==> src/rtl/cmd_pulse_exec_if.sv <==
// Command/timing bus between the upstream command scheduler and cmd_pulse_exec.
// The scheduler side (master) drives TIME and the command fields. The executor side (slave) drives the gates and status.
interface cmd_pulse_exec_if #(parameter int CW = 32);
  logic [63:0]   TIME;
  logic          DATA_WR;
  logic [47:0]   FREQ_z;
  logic [47:0]   FREQ_STEP_z;
  logic [CW-1:0] FREQ_RATE_z;
  logic [63:0]   TIME_START_z;
  logic [15:0]   N_impuls_z;
  logic [1:0]    TYPE_impulse_z;
  logic [CW-1:0] Interval_Ti_z;
  logic [CW-1:0] Interval_Tp_z;
  logic [CW-1:0] Tblank1_z;
  logic [CW-1:0] Tblank2_z;
  logic          IMPULSE;
  logic          BLANK;
  logic [47:0]   FREQ_OUT;
  logic          FREQ_STB;
  logic          REQ_COMM;
  logic          BUSY;
  logic [31:0]   TEST;

  modport master (
    output TIME, DATA_WR, FREQ_z, FREQ_STEP_z, FREQ_RATE_z, TIME_START_z, N_impuls_z,
           TYPE_impulse_z, Interval_Ti_z, Interval_Tp_z, Tblank1_z, Tblank2_z,
    input  IMPULSE, BLANK, FREQ_OUT, FREQ_STB, REQ_COMM, BUSY, TEST
  );

  modport slave (
    input  TIME, DATA_WR, FREQ_z, FREQ_STEP_z, FREQ_RATE_z, TIME_START_z, N_impuls_z,
           TYPE_impulse_z, Interval_Ti_z, Interval_Tp_z, Tblank1_z, Tblank2_z,
    output IMPULSE, BLANK, FREQ_OUT, FREQ_STB, REQ_COMM, BUSY, TEST
  );
endinterface

==> src/rtl/cmd_pulse_exec.sv <==
// Timed command executor: arms on DATA_WR, waits for TIME >= TIME_START, then plays blank1 / pulse train / blank2.
// Afterwards it holds REQ_COMM for REQ_HOLD cycles. DATA_WR is a one-cycle strobe with the fields valid in that cycle.
module cmd_pulse_exec #(
  parameter int REQ_HOLD = 4,
  parameter int CW       = 32
) (
  input logic            CLK,
  input logic            rst,
  cmd_pulse_exec_if.slave bus
);

  typedef enum logic [2:0] {
    S_IDLE, S_ARMED, S_BLANK1, S_PULSE, S_GAP, S_BLANK2, S_DONE
  } state_t;

  typedef struct packed {
    logic [47:0]   freq;
    logic [47:0]   step;
    logic [CW-1:0] rate;
    logic [63:0]   tstart;
    logic [15:0]   n;
    logic [1:0]    ptype;
    logic [CW-1:0] ti;
    logic [CW-1:0] tp;
    logic [CW-1:0] tb1;
    logic [CW-1:0] tb2;
  } cmd_t;

  state_t        state_q, state_d;
  cmd_t          shadow_q, shadow_d, pend_q, pend_d, wr_cmd;
  logic          pend_valid_q, pend_valid_d;
  logic          late_q, late_d;
  logic          first_cmp_q, first_cmp_d;
  logic [CW-1:0] cnt_q, cnt_d;
  logic [CW-1:0] rcnt_q, rcnt_d;
  logic [15:0]   pcnt_q, pcnt_d;
  logic [47:0]   freq_q, freq_d;
  logic          stb_q, stb_d;

  logic          time_hit, cnt_last, done_last;
  logic [CW-1:0] pulse_w, gap_w;
  state_t        after_blank2, train_entry, after_arm;
  logic [1:0]    st_code;

  assign wr_cmd = {bus.FREQ_z, bus.FREQ_STEP_z, bus.FREQ_RATE_z, bus.TIME_START_z, bus.N_impuls_z,
                   bus.TYPE_impulse_z, bus.Interval_Ti_z, bus.Interval_Tp_z, bus.Tblank1_z, bus.Tblank2_z};

  assign time_hit  = (bus.TIME >= shadow_q.tstart);
  assign cnt_last  = (cnt_q == '0);
  assign done_last = (state_q == S_DONE) && cnt_last;
  assign pulse_w   = (shadow_q.ti == '0) ? CW'(1) : shadow_q.ti;
  // Tp <= Ti still spends one low cycle so consecutive pulses keep a visible edge.
  assign gap_w     = (shadow_q.tp > shadow_q.ti) ? (shadow_q.tp - shadow_q.ti) : CW'(1);

  // Zero-length phases are skipped by chaining the successor choice.
  assign after_blank2 = (shadow_q.tb2 != '0) ? S_BLANK2 : S_DONE;
  assign train_entry  = (shadow_q.n != '0) ? S_PULSE : after_blank2;
  assign after_arm    = (shadow_q.tb1 != '0) ? S_BLANK1 : train_entry;

  always_comb begin
    state_d      = state_q;
    shadow_d     = shadow_q;
    pend_d       = pend_q;
    pend_valid_d = pend_valid_q;
    late_d       = late_q;
    first_cmp_d  = first_cmp_q;
    cnt_d        = cnt_q;
    rcnt_d       = rcnt_q;
    pcnt_d       = pcnt_q;
    freq_d       = freq_q;
    stb_d        = 1'b0;

    case (state_q)
      S_IDLE:   if (bus.DATA_WR) state_d = S_ARMED;
      S_ARMED: begin
        if (time_hit && !bus.DATA_WR) state_d = after_arm;
        if (first_cmp_q) begin
          first_cmp_d = 1'b0;
          if (time_hit) late_d = 1'b1;
        end
      end
      S_BLANK1: if (cnt_last) state_d = train_entry;
      S_PULSE:  if (cnt_last) state_d = S_GAP;
      S_GAP:    if (cnt_last) state_d = (pcnt_q == '0) ? after_blank2 : S_PULSE;
      S_BLANK2: if (cnt_last) state_d = S_DONE;
      S_DONE:   if (cnt_last) state_d = (bus.DATA_WR || pend_valid_q) ? S_ARMED : S_IDLE;
      default:  state_d = S_IDLE;
    endcase

    // A write while running is parked; it is promoted when the REQ_COMM window closes.
    if (bus.DATA_WR) begin
      late_d = 1'b0;
      if (state_q == S_IDLE || state_q == S_ARMED || done_last) begin
        shadow_d     = wr_cmd;
        first_cmp_d  = 1'b1;
        pend_valid_d = 1'b0;
      end else begin
        pend_d       = wr_cmd;
        pend_valid_d = 1'b1;
      end
    end else if (done_last && pend_valid_q) begin
      shadow_d     = pend_q;
      pend_valid_d = 1'b0;
      first_cmp_d  = 1'b1;
    end

    if (state_d != state_q) begin
      rcnt_d = '0;
      case (state_d)
        S_BLANK1: cnt_d = shadow_q.tb1 - CW'(1);
        S_PULSE: begin
          cnt_d = pulse_w - CW'(1);
          if (state_q != S_GAP) begin
            pcnt_d = shadow_q.n;
            freq_d = shadow_q.freq;
            stb_d  = 1'b1;
          end else if (shadow_q.ptype == 2'd1) begin
            freq_d = shadow_q.freq;
            stb_d  = (freq_q != shadow_q.freq);
          end else if (shadow_q.ptype == 2'd2) begin
            freq_d = freq_q + shadow_q.step;
            stb_d  = 1'b1;
          end
        end
        S_GAP: begin
          cnt_d  = gap_w - CW'(1);
          pcnt_d = pcnt_q - 16'd1;
        end
        S_BLANK2: cnt_d = shadow_q.tb2 - CW'(1);
        S_DONE:   cnt_d = CW'(REQ_HOLD - 1);
        default:  ;
      endcase
    end else if (state_q != S_IDLE && state_q != S_ARMED) begin
      cnt_d = cnt_q - CW'(1);
      // Chirp steps land only on cycles that stay inside the pulse.
      if (state_q == S_PULSE && shadow_q.ptype == 2'd1 && shadow_q.rate != '0) begin
        if (rcnt_q == shadow_q.rate - CW'(1)) begin
          rcnt_d = '0;
          freq_d = freq_q + shadow_q.step;
          stb_d  = 1'b1;
        end else begin
          rcnt_d = rcnt_q + CW'(1);
        end
      end
    end
  end

  always_ff @(posedge CLK) begin
    if (rst) begin
      state_q      <= S_IDLE;
      shadow_q     <= '0;
      pend_q       <= '0;
      pend_valid_q <= 1'b0;
      late_q       <= 1'b0;
      first_cmp_q  <= 1'b0;
      cnt_q        <= '0;
      rcnt_q       <= '0;
      pcnt_q       <= '0;
      freq_q       <= '0;
      stb_q        <= 1'b0;
    end else begin
      state_q      <= state_d;
      shadow_q     <= shadow_d;
      pend_q       <= pend_d;
      pend_valid_q <= pend_valid_d;
      late_q       <= late_d;
      first_cmp_q  <= first_cmp_d;
      cnt_q        <= cnt_d;
      rcnt_q       <= rcnt_d;
      pcnt_q       <= pcnt_d;
      freq_q       <= freq_d;
      stb_q        <= stb_d;
    end
  end

  always_comb begin
    st_code = 2'd2;
    case (state_q)
      S_IDLE:  st_code = 2'd0;
      S_ARMED: st_code = 2'd1;
      S_DONE:  st_code = 2'd3;
      default: st_code = 2'd2;
    endcase
  end

  assign bus.IMPULSE  = (state_q == S_PULSE);
  assign bus.BLANK    = (state_q == S_BLANK1) || (state_q == S_BLANK2);
  assign bus.REQ_COMM = (state_q == S_DONE);
  assign bus.BUSY     = (state_q != S_IDLE);
  assign bus.FREQ_OUT = freq_q;
  assign bus.FREQ_STB = stb_q;
  assign bus.TEST     = {28'h0, late_q, pend_valid_q, st_code};

endmodule
==> src/flat_wrapper.sv <==
// flat-port wrapper written by rule: the top's interface ports become plain ports
module cmd_pulse_exec_flat 
#(
  parameter int REQ_HOLD = 4,
  parameter int CW       = 32
)
  (CLK, rst, bus_TIME, bus_DATA_WR, bus_FREQ_z, bus_FREQ_STEP_z, bus_FREQ_RATE_z, bus_TIME_START_z, bus_N_impuls_z, bus_TYPE_impulse_z, bus_Interval_Ti_z, bus_Interval_Tp_z, bus_Tblank1_z, bus_Tblank2_z, bus_IMPULSE, bus_BLANK, bus_FREQ_OUT, bus_FREQ_STB, bus_REQ_COMM, bus_BUSY, bus_TEST);
  cmd_pulse_exec_if #(.CW(CW)) bus_i ();
  input logic CLK;
  input logic rst;
  input wire logic [$bits(bus_i.TIME)-1:0] bus_TIME;
  input wire logic [$bits(bus_i.DATA_WR)-1:0] bus_DATA_WR;
  input wire logic [$bits(bus_i.FREQ_z)-1:0] bus_FREQ_z;
  input wire logic [$bits(bus_i.FREQ_STEP_z)-1:0] bus_FREQ_STEP_z;
  input wire logic [$bits(bus_i.FREQ_RATE_z)-1:0] bus_FREQ_RATE_z;
  input wire logic [$bits(bus_i.TIME_START_z)-1:0] bus_TIME_START_z;
  input wire logic [$bits(bus_i.N_impuls_z)-1:0] bus_N_impuls_z;
  input wire logic [$bits(bus_i.TYPE_impulse_z)-1:0] bus_TYPE_impulse_z;
  input wire logic [$bits(bus_i.Interval_Ti_z)-1:0] bus_Interval_Ti_z;
  input wire logic [$bits(bus_i.Interval_Tp_z)-1:0] bus_Interval_Tp_z;
  input wire logic [$bits(bus_i.Tblank1_z)-1:0] bus_Tblank1_z;
  input wire logic [$bits(bus_i.Tblank2_z)-1:0] bus_Tblank2_z;
  output wire logic [$bits(bus_i.IMPULSE)-1:0] bus_IMPULSE;
  output wire logic [$bits(bus_i.BLANK)-1:0] bus_BLANK;
  output wire logic [$bits(bus_i.FREQ_OUT)-1:0] bus_FREQ_OUT;
  output wire logic [$bits(bus_i.FREQ_STB)-1:0] bus_FREQ_STB;
  output wire logic [$bits(bus_i.REQ_COMM)-1:0] bus_REQ_COMM;
  output wire logic [$bits(bus_i.BUSY)-1:0] bus_BUSY;
  output wire logic [$bits(bus_i.TEST)-1:0] bus_TEST;
  assign bus_i.TIME = bus_TIME;
  assign bus_i.DATA_WR = bus_DATA_WR;
  assign bus_i.FREQ_z = bus_FREQ_z;
  assign bus_i.FREQ_STEP_z = bus_FREQ_STEP_z;
  assign bus_i.FREQ_RATE_z = bus_FREQ_RATE_z;
  assign bus_i.TIME_START_z = bus_TIME_START_z;
  assign bus_i.N_impuls_z = bus_N_impuls_z;
  assign bus_i.TYPE_impulse_z = bus_TYPE_impulse_z;
  assign bus_i.Interval_Ti_z = bus_Interval_Ti_z;
  assign bus_i.Interval_Tp_z = bus_Interval_Tp_z;
  assign bus_i.Tblank1_z = bus_Tblank1_z;
  assign bus_i.Tblank2_z = bus_Tblank2_z;
  assign bus_IMPULSE = bus_i.IMPULSE;
  assign bus_BLANK = bus_i.BLANK;
  assign bus_FREQ_OUT = bus_i.FREQ_OUT;
  assign bus_FREQ_STB = bus_i.FREQ_STB;
  assign bus_REQ_COMM = bus_i.REQ_COMM;
  assign bus_BUSY = bus_i.BUSY;
  assign bus_TEST = bus_i.TEST;
  cmd_pulse_exec #(.REQ_HOLD(REQ_HOLD), .CW(CW)) u_core (.CLK(CLK), .rst(rst), .bus(bus_i));
endmodule
==> config.mk <==
export PLATFORM = sky130hd
export DESIGN_NAME = cmd_pulse_exec_flat
export DESIGN_NICKNAME = d
export VERILOG_FILES = /design/src/rtl/cmd_pulse_exec_if.sv /design/src/rtl/cmd_pulse_exec.sv /design/src/flat_wrapper.sv
export SDC_FILE = /design/constraint.sdc
export NUM_CORES = 2
export LEC_CHECK = 0
export ABC_AREA = 1
export ABC_CLOCK_PERIOD_IN_PS = 3900
export BUFFER_PORTS_ARGS = -buffer_cell sky130_fd_sc_hd__buf_2
export CAP_MARGIN = 30
export CORE_ASPECT_RATIO = 1.1
export CORE_UTILIZATION = 50
export DETAILED_ROUTE_END_ITERATION = 10
export PLACE_DENSITY = 0.68
export SYNTH_ARGS = -nofsm -noshare
export SYNTH_HDL_FRONTEND = slang
export SYNTH_SLANG_ARGS = --single-unit
==> constraint.sdc <==
create_clock -name CLK -period 3.9 [get_ports CLK]
set_input_delay 0.195 -clock CLK [delete_from_list [all_inputs] [get_ports CLK]]
set_output_delay 0.195 -clock CLK [all_outputs]
set_load 0.005 [all_outputs]
-- Word-level counts from Yosys, hierarchy flattened
Index checks and enable logic that the tools add are counted.
W data, S select, Z words.
- output and inout port bits: 85
- input port bits: 405
- register bits after elaboration: 811
- $add $sub $neg: 10
- magnitude comparators: 2
- multiplexer cells: 48
- reduce and logical (&&, ||, !) cells: 34
- bitwise operators: 1
- eq/ne operators: 23
- operator list (kind ; number):
    $mux W338 ; 3
    $mux W48 ; 8
    $sub A32 B1 Y32 const B ; 6
    $mux W32 ; 5
    $pmux W32 S5 ; 1
    $reduce_bool A32 Y1 ; 3
    $ge A64 B64 Y1 ; 1
    $logic_not A32 Y1 ; 2
    $add A48 B48 Y48 ; 1
    $ne A48 B48 Y1 ; 1
    $add A32 B1 Y32 const B ; 1
    $eq A32 B32 Y1 ; 1
    $gt A32 B32 Y1 ; 1
    $pmux W16 S2 ; 1
    $sub A32 B32 Y32 ; 1
    $mux W3 ; 10
    $pmux W3 S7 ; 1
    $eq A3 B3 Y1 const B ; 6
    $logic_not A16 Y1 ; 1
    $mux W1 ; 16
    $mux W16 ; 1
    $reduce_bool A16 Y1 ; 1
    $sub A16 B1 Y16 const B ; 1
    $eq A3 B2 Y1 const B ; 4
    23 further kinds ; 41

-- Depth between registers and ports, before layout
- word-level depth: 9
- depth in mapped cells: 36

-- Worst setup path before layout
No wires, ideal clock.
- path type: register -> register
- start: register u_core.shadow_q[96] (netlist bit)
- end: register u_core.cnt_q[28]
- setup time: 70 ps
- path buffers: 2
- period minus slack after synthesis: 3221 ps
- setup slack: 679 ps
- data required time: 3830 ps
- cell stages (with the launch flop): 27
- data arrival time: 3151 ps
- path through: dfxtp_1 > ha_1 > inv_1 > fa_1 > nand3_1 > nand2_1 > nand3_1 > nand3_1 > nand2_1 > nand2_1 > nand2_1 > o211ai_1 > nand2_1 > buf_4 > clkbuf_1 > nor2_1 > nand3_1 > nand3_1 > nor2_2 > nand2_1 > nor2_2 > nand2_1 > nor2_1 > nand2_1 > nand2_1 > nand3_1 > a21oi_1
- cells in the longest elaborated chain, start to end: 5
- elaborated cells between the ends (all ways): 9
- those cells by class: add/sub: 3; order compare: 1; mux: 4; reduce/logical: 1
- ends and longest elaborated chain (item ; line ; source):
    start: declaration ; cmd_pulse_exec.sv:30 ; cmd_t shadow_q, shadow_d, pend_q, pend_d, wr_cmd;
    start signal: assignment ; cmd_pulse_exec.sv:163 ; shadow_q <= shadow_d;
    $sub A32 B32 Y32, or another cell as far along ; cmd_pulse_exec.sv:53 ; assign gap_w = (shadow_q.tp > shadow_q.ti) ? (shadow_q.tp - shadow_q.ti) : CW'(1);
    $mux W32, on equally long branches ; cmd_pulse_exec.sv:53, cmd_pulse_exec.sv:51 ;
    $sub A32 B1 Y32, on equally long branches ; cmd_pulse_exec.sv:126, cmd_pulse_exec.sv:112 ;
    $pmux W32 S5 (*) ; cmd_pulse_exec.sv:109 ; case (state_d)
    $mux W32 (*) ; cmd_pulse_exec.sv:107 ; if (state_d != state_q) begin
    end signal: assignment ; cmd_pulse_exec.sv:168 ; cnt_q <= cnt_d;
    end: declaration ; cmd_pulse_exec.sv:34 ; logic [CW-1:0] cnt_q, cnt_d;
Mark *: on every way between the ends. The rest lies on a longest branch, timed or not.
A chain may end at the register's enable or synchronous reset.

-- Worst setup path in the final report
- start: register u_core.shadow_q[151] (netlist bit)
- end: register u_core.cnt_q[26]
- cells in the longest elaborated chain, start to end: 7
- elaborated cells between the ends (all ways): 15
- those cells by class: order compare: 1; eq/ne: 7; mux: 4; reduce/logical: 3
- ends and longest elaborated chain (item ; line ; source):
    $ge A64 B64 Y1 (*) ; cmd_pulse_exec.sv:48 ; assign time_hit = (bus.TIME >= shadow_q.tstart);
    $logic_and A1 B1 Y1 (*) ; cmd_pulse_exec.sv:76 ; if (time_hit && !bus.DATA_WR) state_d = after_arm;
    $mux W3 (*) ; cmd_pulse_exec.sv:76 ;
    $pmux W3 S7 (*) ; cmd_pulse_exec.sv:73 ; case (state_q)
    $eq A3 B3 Y1, or another cell as far along ; cmd_pulse_exec.sv:109 ;
    $pmux W32 S5, or another cell as far along ; cmd_pulse_exec.sv:109 ;
    $mux W32 or $reduce_and A2 Y1 (tied branches) ; n/a ;
Marked as above.

==> out/qor.yml <==
status:
  status: "finished clean"
worst_setup_path:
  arrival_ns: 4.28
  crit_type: "reg2reg"
  regToRegEndpoint: "u_core.cnt_q[26]"
  reg2reg_from: "u_core.shadow_q[151]"
  cp-end-kind: "flip-flop"
  required_ns: 4.50
  reg2reg_depth: 30
  reg2reg_slack_ns: 0.22
  crit_path_max_fanout: 10
  crit_path_frequent_cell: "nand2_1"
  critPathLaunchType: "flip-flop"
  cpMaxStageDelayCell: "dfxtp_1"
  max_stage_delay_ns: 0.32
worst_hold_path:
  whs_path_depth: 3
  min_path_type: "in2reg"
  min_to: "u_core.bus.FREQ_OUT[47]"
  hold_start: "rst"
logic_synthesis:
  avgSynthCellArea_sq_um: 6.824
  synth_edf_count: 0
  synth_flop_cell: "dfxtp_1"
  synthArstFlopShare_pct: 0
  synth.distinct_cells: 64
  seq_area_frac_synth_pct: 37.29
  synthesis.instances: 6381
  yosys_warnings: 0
  ys_seq_elements: 811
  netlist_area_sq_mm: 0.04354
detailed_routing:
  antenna_left: 0
  vias_per_cell: 5.569
  first_iter_violations: 4080
  vias: 46350
  dr.pass1.iters: 7
  routed_wirelength_microns: 155100
  drcViolationCount: 0
  wire_per_inst_microns: 18.63
finish:
  layout_commonest_cell: "nand2_1"
  layout-drive-gt1-share_pct: 13.87
  fillers: 7845
  regArea_sq_mm: 0.01624
  syn_to_final_growth_pct: 24.90
  multi_input_area_sq_mm: 0.02434
  fin_area_sq_mm: 0.05439
  mostFrequentLayoutCells: "nand2_1, nor2_1, o21ai_0"
  nets: 7651
clock_tree:
  clock_path_buffers: 3
  tritoncts: "yes"
  insertion_delay_ns: 0.68
  cts_sinks: 811
  cts_root_buf: "clkbuf_16"
  htreeDepth: 3
  clk_pin_slew_ns: 0.06
  cts_made_buffers: 88
timing:
  min_period_ns: 3.678
  finalClockSkew_ns: 0.02554
  final.setup.tns_ns: 0
  slew_headroom_pct: 6.705
  fin_ws_ns: 0.2216
  post-route-period-util_pct: 94.32
  worst_slew_pin_slew_ns: 1.399
  slew_violations: 0
  timing.fmax_ghz: 0.2719
  final_hold_viol_count: 0
  setup_violations: 0
  rsz0062_at_grt: "true"
global_route:
  grt_pass1_wl_microns: 243400
  antenna_found_initial: 7
  track_usage_pct: 34.09
  grt_pass1_vias: 43710
  grt_max_degree: 225
  grt-ovfl-total: 0
floorplan:
  die-area_sq_mm: 0.08827
  die_x_microns: 283.4
  io_pins: 490
  core_sq_mm: 0.08625
  die_height_microns: 311.5
  initial_core_util_pct: 50.49
  rows: 113
placed_design:
  dpl_cell_area_sq_mm: 0.04746
  port_buffers: 461
  place.gp.congestion: 0.9768
  place_ws_ns: -0.08980
  dpl.hpwl_microns: 107500
power:
  leakagePower_uw: 0.02288
  ir_drop_v: 0.0004148
  power_density_mw_per_mm2: 511.3
flow_run:
  max_cap_violations: 0
-- Yosys cell counts (all sizes together), types with 8 or more instances --
cell type	count	area, sq um
xor2	106	928.4
nor4	27	168.9
dfxtp	811	16240
inv	427	1605
a21oi	264	1329
ha	151	1889
nand2	1296	4960
a211oi	14	105.1
nand4	49	349.1
nor2	1141	4549
a21o	11	82.58
o21a	12	90.09
buf	58	426.7
a31oi	385	2409
o21bai	11	82.58
nand3b	19	142.6
or2	17	106.4
xnor2	67	586.8
clkbuf	339	1272
nand3	167	955.9
nor3	50	282.8
o21ai	901	4513
o211ai	8	60.06
-- layer usage --
| layer | part of all wire [%] | global-route usage, % |
|---|---|---|
| met4 | 3.7 | 12.87 |
| met5 | 0.017 | 0 |
| met1 | 43 | 45.49 |
| met3 | 7.7 | 5.761 |
| met2 | 45 | 54.95 |
-- state kept, by name, indices dropped and copies added, names as in the netlist --
| register | cells |
|---|---|
| u_core.first_cmp_q | 1 |
| u_core.pcnt_q | 16 |
| u_core.bus.FREQ_STB | 1 |
| u_core.bus.FREQ_OUT | 48 |
| u_core.pend_valid_q | 1 |
| u_core.shadow_q | 338 |
| u_core.late_q | 1 |
| u_core.state_q | 3 |
| u_core.rcnt_q | 32 |
| u_core.pend_q | 338 |
| u_core.cnt_q | 32 |
-- kinds of logic after synthesis --
group | Yosys count | synth area share (%)
AOI/OAI and AO/OA | 1643 | 20.60
xor gates and xnor gates | 173 | 3.480
and+or+nand+nor | 2775 | 26.60
DFF | 811 | 37.29
adders and majority gates | 153 | 4.431
buffers and inverters | 825 | 7.597
other | 1 | 0.008612
-- report_power, final --
group          switching, uW  internal (uW)  total (uW)
Sequential               919           9240       10200
Clock                   3740           5600        9340
Combinational           5180           3140        8310
-- per-stage QoR --
step	power [uW]	hold slack, ns	instances	util, %
2_1_floorplan	15250	0.3498	6408	-
3_3_place_gp	17980	0.4601	7807	55.03
3_5_place_dp	18050	0.4669	7807	55.03
4_1_cts	27640	0.00001493	8309	62.72
5_1_grt	29240	0.1791	8322	63.06
6_report	27810	0.1897	8323	63.06
-- how the worst max path moves through the flow --
stage / from / to / slack (ns) / cells after the start
3_5_place_dp: u_core.shadow_q[209] / u_core.cnt_q[28] / -0.09 / 25
2_1_floorplan: u_core.shadow_q[96] / u_core.cnt_q[28] / 0.68 / 26
3_3_place_gp: u_core.shadow_q[209] / u_core.cnt_q[29] / -0.05 / 25
5_1_grt: u_core.shadow_q[151] / u_core.cnt_q[18] / -0.02 / 30
6_report: u_core.shadow_q[151] / u_core.cnt_q[26] / 0.22 / 30
4_1_cts: u_core.shadow_q[191] / u_core.cnt_q[20] / 0.08 / 26
-- layout make-up --
class,instances,area share [%]
Tap cell,1150,2.646
Multi-Input combinational cell,4773,44.75
Timing Repair Buffer,991,13.75
Inverter,428,3.014
Sequential cell,811,29.86
Clock buffer,114,4.562
Clock inverter,50,1.396
Antenna cell,6,0.02761
-- worst max-delay path: cells and delay by family (launching register included) --
family | cells | cell delay (ns)
buf+inv | 3 | 0.18
compound gates | 2 | 0.33
simple gates | 23 | 2.29
fa+ha+maj | 2 | 0.45
flops | 1 | 0.32
-- repair_timing --
| action | CTS | global route |
|---|---|---|
| pin swaps | 0 | 15 |
| cloned | 0 | 1 |
| setup buffers | 0 | 6 |
| resized for setup | 2 | 54 |
| endpoints found under the setup margin | 17 | 75 |
| hold buffers | 338 | 1 |
| endpoints found under the hold margin | 676 | 1 |
(Power assumes the default switching activity.)
